===== config.mk =====
export PLATFORM = sky130hd
export DESIGN_NAME = sobel_frame_ctrl_flat
export DESIGN_NICKNAME = d
export VERILOG_FILES = /design/src/rtl/sobel_frame_ctrl_if.sv /design/src/rtl/sobel_frame_ctrl.sv /design/src/flat_wrapper.sv
export SDC_FILE = /design/constraint.sdc
export NUM_CORES = 1
export LEC_CHECK = 0
export ABC_AREA = 1
export BUFFER_PORTS_ARGS = -buffer_cell sky130_fd_sc_hd__buf_4
export CELL_PAD_IN_SITES_DETAIL_PLACEMENT = 0
export CELL_PAD_IN_SITES_GLOBAL_PLACEMENT = 1
export CORE_MARGIN = 1.5
export CORE_UTILIZATION = 39
export CTS_CLUSTER_DIAMETER = 200
export CTS_CLUSTER_SIZE = 20
export DETAILED_ROUTE_END_ITERATION = 10
export PLACE_DENSITY_LB_ADDON = 0.1
export SYNTH_ARGS = -nofsm -noshare
export SYNTH_HDL_FRONTEND = slang
export SYNTH_SLANG_ARGS = --single-unit

===== constraint.sdc =====
create_clock -name clk -period 1.5 [get_ports clk]
set_input_delay 0.375 -clock clk [delete_from_list [all_inputs] [get_ports clk]]
set_output_delay 0.375 -clock clk [all_outputs]
set_load 0.005 [all_outputs]

===== src/rtl/sobel_frame_ctrl_if.sv =====
// Video timing and status bundle between the frame sequencer and its video source.
// The source drives the master side; sobel_frame_ctrl takes the slave side.
interface sobel_frame_ctrl_if #(
  parameter int IMG_WIDTH  = 640,
  parameter int IMG_HEIGHT = 480
);
  localparam int CW = $clog2(IMG_HEIGHT + 1);
  localparam int WW = $clog2(IMG_WIDTH + 1);

  logic          vsync;
  logic          href;
  logic          mode_req;
  logic          mode_sobel;
  logic [CW-1:0] row;
  logic [WW-1:0] col;
  logic          frame_start;
  logic          frame_done;
  logic          frame_err;
  logic          line_err;
  logic          busy;

  modport master (
    output vsync, href, mode_req,
    input  mode_sobel, row, col, frame_start, frame_done, frame_err, line_err, busy
  );

  modport slave (
    input  vsync, href, mode_req,
    output mode_sobel, row, col, frame_start, frame_done, frame_err, line_err, busy
  );
endinterface


===== src/rtl/sobel_frame_ctrl.sv =====
// Frame/line sequencer ahead of sobel_processor: tracks vsync/href, counts rows and
// columns, latches the Sobel/bypass mode per frame and drains before reporting completion.
module sobel_frame_ctrl #(
  parameter int IMG_WIDTH    = 640,
  parameter int IMG_HEIGHT   = 480,
  parameter int DRAIN_CYCLES = 16
) (
  input  logic               clk,
  input  logic               rst,
  sobel_frame_ctrl_if.slave  fc
);
  localparam int CW   = $clog2(IMG_HEIGHT + 1);
  localparam int WW   = $clog2(IMG_WIDTH + 1);
  localparam int CNTW = (DRAIN_CYCLES > 1) ? $clog2(DRAIN_CYCLES) : 1;

  localparam logic [CW-1:0]   LAST_ROW  = CW'(IMG_HEIGHT - 1);
  localparam logic [WW-1:0]   LINE_LEN  = WW'(IMG_WIDTH);
  localparam logic [CNTW-1:0] DRAIN_TOP = CNTW'(DRAIN_CYCLES - 1);

  typedef enum logic [2:0] {IDLE, SYNC, WAIT_LINE, LINE, DRAIN} state_t;

  state_t          state_q, state_d;
  logic            vs_q, hr_q;
  logic            vs_rise, vs_fall, hr_fall;
  logic [CNTW-1:0] cnt_q;
  logic [CW-1:0]   row_q;
  logic [WW-1:0]   col_q;
  logic            mode_q, line_err_q;
  logic            start_q, done_q, err_q;
  logic            start_d, done_d, err_d;
  logic            line_end, last_row, cnt_zero;

  // Column counter holds at its maximum rather than wrapping on overlong lines.
  function automatic logic [WW-1:0] sat_inc(input logic [WW-1:0] v);
    return (&v) ? v : v + WW'(1);
  endfunction

  assign vs_rise  = fc.vsync & ~vs_q;
  assign vs_fall  = ~fc.vsync & vs_q;
  assign hr_fall  = ~fc.href & hr_q;
  assign last_row = (row_q == LAST_ROW);
  assign cnt_zero = (cnt_q == '0);

  always_ff @(posedge clk) begin
    if (rst) state_q <= IDLE;
    else     state_q <= state_d;
  end

  always_comb begin
    state_d = state_q;
    case (state_q)
      IDLE:      if (fc.vsync) state_d = SYNC;
      SYNC:      if (vs_fall) state_d = WAIT_LINE;
      WAIT_LINE: if (vs_rise) state_d = SYNC;
                 else if (fc.href) state_d = LINE;
      LINE:      if (vs_rise) state_d = SYNC;
                 else if (hr_fall) state_d = last_row ? DRAIN : WAIT_LINE;
      DRAIN:     if (vs_rise) state_d = SYNC;
                 else if (cnt_zero) state_d = IDLE;
      default:   state_d = IDLE;
    endcase
  end

  // A vsync rise always overrides a coincident line end.
  always_comb begin
    start_d  = (state_q == SYNC) && vs_fall;
    err_d    = ((state_q == WAIT_LINE) || (state_q == LINE)) && vs_rise;
    done_d   = (state_q == DRAIN) && (vs_rise || cnt_zero);
    line_end = (state_q == LINE) && !vs_rise && hr_fall;
  end

  always_ff @(posedge clk) begin
    if (rst) begin
      vs_q       <= 1'b0;
      hr_q       <= 1'b0;
      mode_q     <= 1'b0;
      row_q      <= '0;
      col_q      <= '0;
      line_err_q <= 1'b0;
      start_q    <= 1'b0;
      done_q     <= 1'b0;
      err_q      <= 1'b0;
    end else begin
      vs_q    <= fc.vsync;
      hr_q    <= fc.href;
      start_q <= start_d;
      done_q  <= done_d;
      err_q   <= err_d;
      if (start_d) begin
        mode_q     <= fc.mode_req;
        row_q      <= '0;
        col_q      <= '0;
        line_err_q <= 1'b0;
      end
      if ((state_q == WAIT_LINE) && !vs_rise && fc.href) col_q <= WW'(1);
      if ((state_q == LINE) && !vs_rise && fc.href) col_q <= sat_inc(col_q);
      if (line_end) begin
        if (col_q != LINE_LEN) line_err_q <= 1'b1;
        if (!last_row) begin
          row_q <= row_q + CW'(1);
          col_q <= '0;
        end
      end
    end
  end

  // Drain counter is only read in DRAIN and is always loaded on entry.
  always_ff @(posedge clk) begin
    if (line_end && last_row)                 cnt_q <= DRAIN_TOP;
    else if ((state_q == DRAIN) && !cnt_zero) cnt_q <= cnt_q - CNTW'(1);
  end

  assign fc.mode_sobel  = mode_q;
  assign fc.row         = row_q;
  assign fc.col         = col_q;
  assign fc.frame_start = start_q;
  assign fc.frame_done  = done_q;
  assign fc.frame_err   = err_q;
  assign fc.line_err    = line_err_q;
  assign fc.busy        = (state_q != IDLE);
endmodule

===== src/flat_wrapper.sv =====
// flat-port wrapper written by rule: the top's interface ports become plain ports
module sobel_frame_ctrl_flat 
#(
  parameter int IMG_WIDTH    = 640,
  parameter int IMG_HEIGHT   = 480,
  parameter int DRAIN_CYCLES = 16
)
  (clk, rst, fc_vsync, fc_href, fc_mode_req, fc_mode_sobel, fc_row, fc_col, fc_frame_start, fc_frame_done, fc_frame_err, fc_line_err, fc_busy);
  sobel_frame_ctrl_if #(.IMG_WIDTH(IMG_WIDTH), .IMG_HEIGHT(IMG_HEIGHT)) fc_i ();
  input  logic clk;
  input  logic rst;
  input wire logic [$bits(fc_i.vsync)-1:0] fc_vsync;
  input wire logic [$bits(fc_i.href)-1:0] fc_href;
  input wire logic [$bits(fc_i.mode_req)-1:0] fc_mode_req;
  output wire logic [$bits(fc_i.mode_sobel)-1:0] fc_mode_sobel;
  output wire logic [$bits(fc_i.row)-1:0] fc_row;
  output wire logic [$bits(fc_i.col)-1:0] fc_col;
  output wire logic [$bits(fc_i.frame_start)-1:0] fc_frame_start;
  output wire logic [$bits(fc_i.frame_done)-1:0] fc_frame_done;
  output wire logic [$bits(fc_i.frame_err)-1:0] fc_frame_err;
  output wire logic [$bits(fc_i.line_err)-1:0] fc_line_err;
  output wire logic [$bits(fc_i.busy)-1:0] fc_busy;
  assign fc_i.vsync = fc_vsync;
  assign fc_i.href = fc_href;
  assign fc_i.mode_req = fc_mode_req;
  assign fc_mode_sobel = fc_i.mode_sobel;
  assign fc_row = fc_i.row;
  assign fc_col = fc_i.col;
  assign fc_frame_start = fc_i.frame_start;
  assign fc_frame_done = fc_i.frame_done;
  assign fc_frame_err = fc_i.frame_err;
  assign fc_line_err = fc_i.line_err;
  assign fc_busy = fc_i.busy;
  sobel_frame_ctrl #(.IMG_WIDTH(IMG_WIDTH), .IMG_HEIGHT(IMG_HEIGHT), .DRAIN_CYCLES(DRAIN_CYCLES)) u_core (.clk(clk), .rst(rst), .fc(fc_i));
endmodule

Word level (Yosys, flattened, before mapping)
Index checks and enable logic that the tools add are counted.
- flip-flop bits (word level): 33
- output and inout port bits: 25
- add/sub/neg operators: 3
- equality and inequality tests: 11
- muxes and demuxes: 22
- bitwise gates (word level): 6
- reduce and logical (&&, ||, !) cells: 19
- operators with widths (operator ; count):
    10-bit two-way mux ; 6
    3-bit two-way mux ; 9
    9-bit two-way mux ; 3
    3-bit case mux with 5 select lines ; 1
    10-bit by 1-bit adder with 10-bit output (second input constant) ; 1
    1-bit logical AND ; 10
    10-bit != test (second input constant) ; 1
    10-bit AND reduction ; 1
    9-bit by 1-bit adder with 9-bit output (second input constant) ; 1
    9-bit equality test (second input constant) ; 1
    3-bit by 2-bit equality test with 1-bit output (second input constant) ; 2
    3-bit by 1-bit != test with 1-bit output (second input constant) ; 2
    5-bit AND reduction ; 1
    4-bit zero test ; 1
    4-bit by 1-bit subtractor with 4-bit output (second input constant) ; 1
    1-bit AND ; 3
    3-bit by 1-bit equality test with 1-bit output (second input constant) ; 1
    3-bit equality test (second input constant) ; 1
    3-bit zero test ; 1
    1-bit two-way mux ; 3
    3-bit by 2-bit != test with 1-bit output (second input constant) ; 1
    1-bit inverter ; 3
    3-bit nonzero test ; 1
    1-bit zero test ; 2
    3 further kinds ; 4

Longest topological paths before layout
- depth in word-level cells: 9
- gate-level depth with buffers: 10

Worst setup path before layout
OpenSTA, ideal clock, no wires.
- kind: flip-flop to flip-flop
- start: register u_core.row_q[0], in the netlist u_core.fc.row[0]
- end: register u_core.row_q[6], in the netlist u_core.fc.row[6]
- arrival: 1.303 ns
- required time: 1.382 ns
- slack: 0.079 ns
- stages on the path, launching flop included: 10
- buffers on the path: 1
- period minus slack after synthesis: 1.421 ns
- cell sequence: dfxtp_1 > ha_1 > nand3_2 > nor2_4 > nand3_2 > nand3_4 > buf_6 > o21ai_0 > nand2_1 > nor2_1
- longest elaborated chain between the ends: 3
- elaborated cells on any way between the ends: 4
- classes of those cells: add/sub: 1; eq/ne: 1; mux: 2
- ends and longest elaborated chain (item ; line ; text):
    from (decl) ; sobel_frame_ctrl.sv:26 ; logic [CW-1:0] row_q;
    from (signal assigned) ; sobel_frame_ctrl.sv:100 ; row_q <= row_q + CW'(1);
    9-bit by 1-bit adder with 9-bit output / 9-bit equality test (equally long branches) ; sobel_frame_ctrl.sv:100, sobel_frame_ctrl.sv:41 ;
    9-bit two-way mux (*) ; sobel_frame_ctrl.sv:99 ; if (!last_row) begin
    9-bit two-way mux (*) ; sobel_frame_ctrl.sv:97 ; if (line_end) begin
Every way passes the cells marked *; elsewhere a longest branch is shown, timed or not.
A chain may end at the register's enable or synchronous reset.

Worst setup path in the final report
- start: register u_core.state_q[2]
- end: register u_core.row_q[6], in the netlist u_core.fc.row[6]
- longest elaborated chain between the ends: 5
- elaborated cells on any way between the ends: 8
- classes of those cells: eq/ne: 2; mux: 3; reduce/logical: 3
- ends and longest elaborated chain (item ; line ; text):
    from (decl) ; sobel_frame_ctrl.sv:22 ; state_t state_q, state_d;
    from (signal assigned) ; sobel_frame_ctrl.sv:46 ; else state_q <= state_d;
    3-bit by 1-bit equality test with 1-bit output ; sobel_frame_ctrl.sv:66 ; start_d = (state_q == SYNC) && vs_fall;
    1-bit logical AND ; sobel_frame_ctrl.sv:66 ;
    9-bit two-way mux ; sobel_frame_ctrl.sv:89 ; if (start_d) begin
    9-bit two-way mux ; sobel_frame_ctrl.sv:99 ;
    9-bit two-way mux (*) ; sobel_frame_ctrl.sv:97 ;
Marks and branches as above.

==> impl_metrics.yaml <==
global_routing:
  grt_pass1_vias: 1764
  grt_max_degree: 15
  grt-ovfl-total: 0
  antenna_found_initial: 0
  grt.total_usage: 0.195
  grt_pass1_wl_um: 8020
route:
  drc_errors: 0
  vias_per_cell: 4.79
  routed_wl_um: 4980
  wl_per_cell_um: 11.7
  drt-initial-drc-count: 93
  vias: 2045
  ant_nets: 0
  dr.pass1.iters: 4
clock_tree:
  cts_buffers: 5
  cts_hold_buf: 0
  clkLatencyLatePin_ns: 0.29
  clock-sinks: 33
  clk_path_buf_depth: 2
  clockRootBuffer: "clkbuf_8"
  clkSlewWorstSetupHoldPaths_ns: 0.06
  cts_tree: "done"
  h-tree-depth: 2
cells_and_area:
  final_area_um2: 2620
  fin_nets: 370
  synthToLayoutAreaGrowth_pct: 35.8
  drive_gt1_frac: 0.294
  nFillCells: 481
  antennaDiodeCount: 0
  instances_no_fill: 427
  finalCoreUtilization: 0.550
timing:
  fin_skew_ns: 0.00351
  relSlewSlack: 0.791
  fmax_mhz: 691
  finalSetupTns_ns: 0
  hold_slack_ns: 0.309
  hold_violations: 0
  setup_ws_ns: 0.0522
  setup_viol: 0
  rsz0062_at_grt: "yes"
  finalCritPeriodShare: 0.965
  slew_viol_final: 0
  worst_slew_pin_slew_ns: 0.312
  min_period_ns: 1.45
floorplan:
  ios: 30
  rows: 25
  dieHeight_um: 73.3
  fp.coreArea_um2: 4750
  dieArea_um2: 5370
  start_util: 0.405
  die_x_um: 73.3
placed_design:
  dp.cells: 411
  place_ws_ns: 0.00451
  port_buffers: 29
  gp_congestion: 0.850
  post-dp-hpwl_um: 3720
  post_dp_cell_area_um2: 2390
pwr:
  worst_ir_drop_vdd_mv: 0.484
  power_frac_comb: 0.327
  p_sw_uw: 882
  power_mw: 2.52
  seqPwrFrac: 0.430
  leakage_nw: 1.20
  swShare: 0.350
  pwr-share-clk: 0.243
  powerDensity_nw_per_um2: 963
  p_int_mw: 1.64
yosys:
  synth_top_area_share: 0.343
  synth_edf_count: 0
  synth_largest_area_cell: "dfxtp_1"
  syn-num-nets: 302
  syn_area_um2: 1930
  synth_compound_area_frac: 0.0871
  ys_seq_area_frac: 0.343
  yosys_warnings: 0
  synthXorXnorAreaFrac: 0.00910
  synthCells: 293
  synthTopCellsByArea: "dfxtp_1, nand2_1, nor2_1, inv_1, nand3_1"
  synthSimpleGateAreaFrac: 0.432
  netlist_top_cells_count: "nand2_1, nor2_1, inv_1"
  yosys_register_bits: 33
  muxShareOfSynthArea: 0
  yosysMostFrequentCell: "nand2_1"
  async_reset_ff_frac: 0
  synth_top_family_by_area: "simple AND/OR/NAND/NOR gates"
  synthFlopType: "dfxtp_1"
  syn_avg_cell_area_um2: 6.57
  synth_fa_ha_area_frac: 0.0260
  ys_types: 31
hold_path:
  min_path_type: "input pin to register"
  hp-start: "rst"
setup_path:
  end_kind: "register"
  cp_max_fo: 7
  arrival_ns: 1.63
  rr_startpoint: "u_core.state_q[2]"
  ff2ff_path_depth: 7
  path_class: "register to register"
  cp.required_ns: 1.68
  startpoint: "u_core.state_q[2]"
  endpoint: "u_core.fc.row[6]"
  r2r_slack_ns: 0.05
  start_kind: "register"
  rr_endpoint: "u_core.fc.row[6]"
flow_run:
  drv_cap: 0
run_status:
  status: "finished clean"
==> power by group through the flow <==
stage / combinational, mW / sequential (mW) / clock [mW]
6_report: 0.823 / 1.08 / 0.612
5_1_grt: 0.943 / 1.10 / 0.672
4_1_cts: 0.762 / 1.07 / 0.633
3_5_place_dp: 0.759 / 1.09 / 0
3_3_place_gp: 0.757 / 1.09 / 0
2_1_floorplan: 0.556 / 1.07 / 0
==> cell usage in the layout (no fill, tap or decap), types with 4 or more instances in the layout <==
cell	Yosys	final
a21oi_1	7	7
buf_4	2	65
clkbuf_8	0	5
dfxtp_1	33	28
dfxtp_2	0	5
inv_1	38	37
nand2_1	71	69
nand3_1	27	27
nand3_4	1	4
nand4_1	11	11
nor2_1	44	41
nor2_2	3	5
nor2_4	4	5
nor3_1	4	4
o21ai_0	18	16
==> worst min-delay path by stage <==
stage	endpoint	slack [ns]	cells past startpoint
after floorplan	u_core.cnt_q[3]	0.45	2
after global placement	u_core.cnt_q[3]	0.47	2
after detailed placement	u_core.cnt_q[3]	0.48	2
after CTS	u_core.state_q[1]	0.31	2
after global routing	u_core.state_q[1]	0.33	2
final	u_core.state_q[1]	0.31	2
==> critical path: stages, from the launching register on <==
cell and delay [ns]:
dfxtp_2 0.37, inv_4 0.08, nand3_2 0.08, nor2_4 0.27, nand3_4 0.17, buf_4 0.17
nor3_1 0.14, nor2_1 0.06
==> registers in the layout, indices dropped and copies added (netlist names) <==
name / count
u_core.fc.col: 10
u_core.fc.row: 9
u_core.cnt_q: 4
u_core.state_q: 3
u_core.fc.frame_done: 1
u_core.fc.frame_err: 1
u_core.fc.frame_start: 1
u_core.fc.line_err: 1
u_core.fc.mode_sobel: 1
u_core.hr_q: 1
u_core.vs_q: 1
==> cells by family after synthesis <==
family	after synthesis
AO/OA/AOI/OAI	31
flip-flops	33
buffers and inverters	47
XOR/XNOR	2
AND/OR/NAND/NOR	176
adder cells (fa/ha/maj)	4
==> cell type report <==
cell class / instances / area [um^2] / area share
multi-input combinational: 214 / 1140 / 0.435
tap: 67 / 83.8 / 0.0321
timing repair buffer: 65 / 488 / 0.187
clock inverter: 1 / 5.00 / 0.00191
sequential: 33 / 667 / 0.255
clock buffer: 5 / 68.8 / 0.0263
inverter: 42 / 165 / 0.0632
==> metal layers <==
metal	up-vias	part of all wire	track usage
met5	-	0	0
li1	1072	-	-
met3	8	0.051	0.0453
met1	917	0.49	0.273
met4	0	0.015	0.0566
met2	48	0.45	0.300
==> repair_timing <==
| action | in CTS | in global routing |
|---|---|---|
| buffers inserted | 0 | 9 |
| resized for setup | 0 | 22 |
| endpoints found under the hold margin | 0 | 0 |
| endpoints found under the setup margin | 0 | 23 |
No activity file was read; power rests on OpenSTA's default activity.
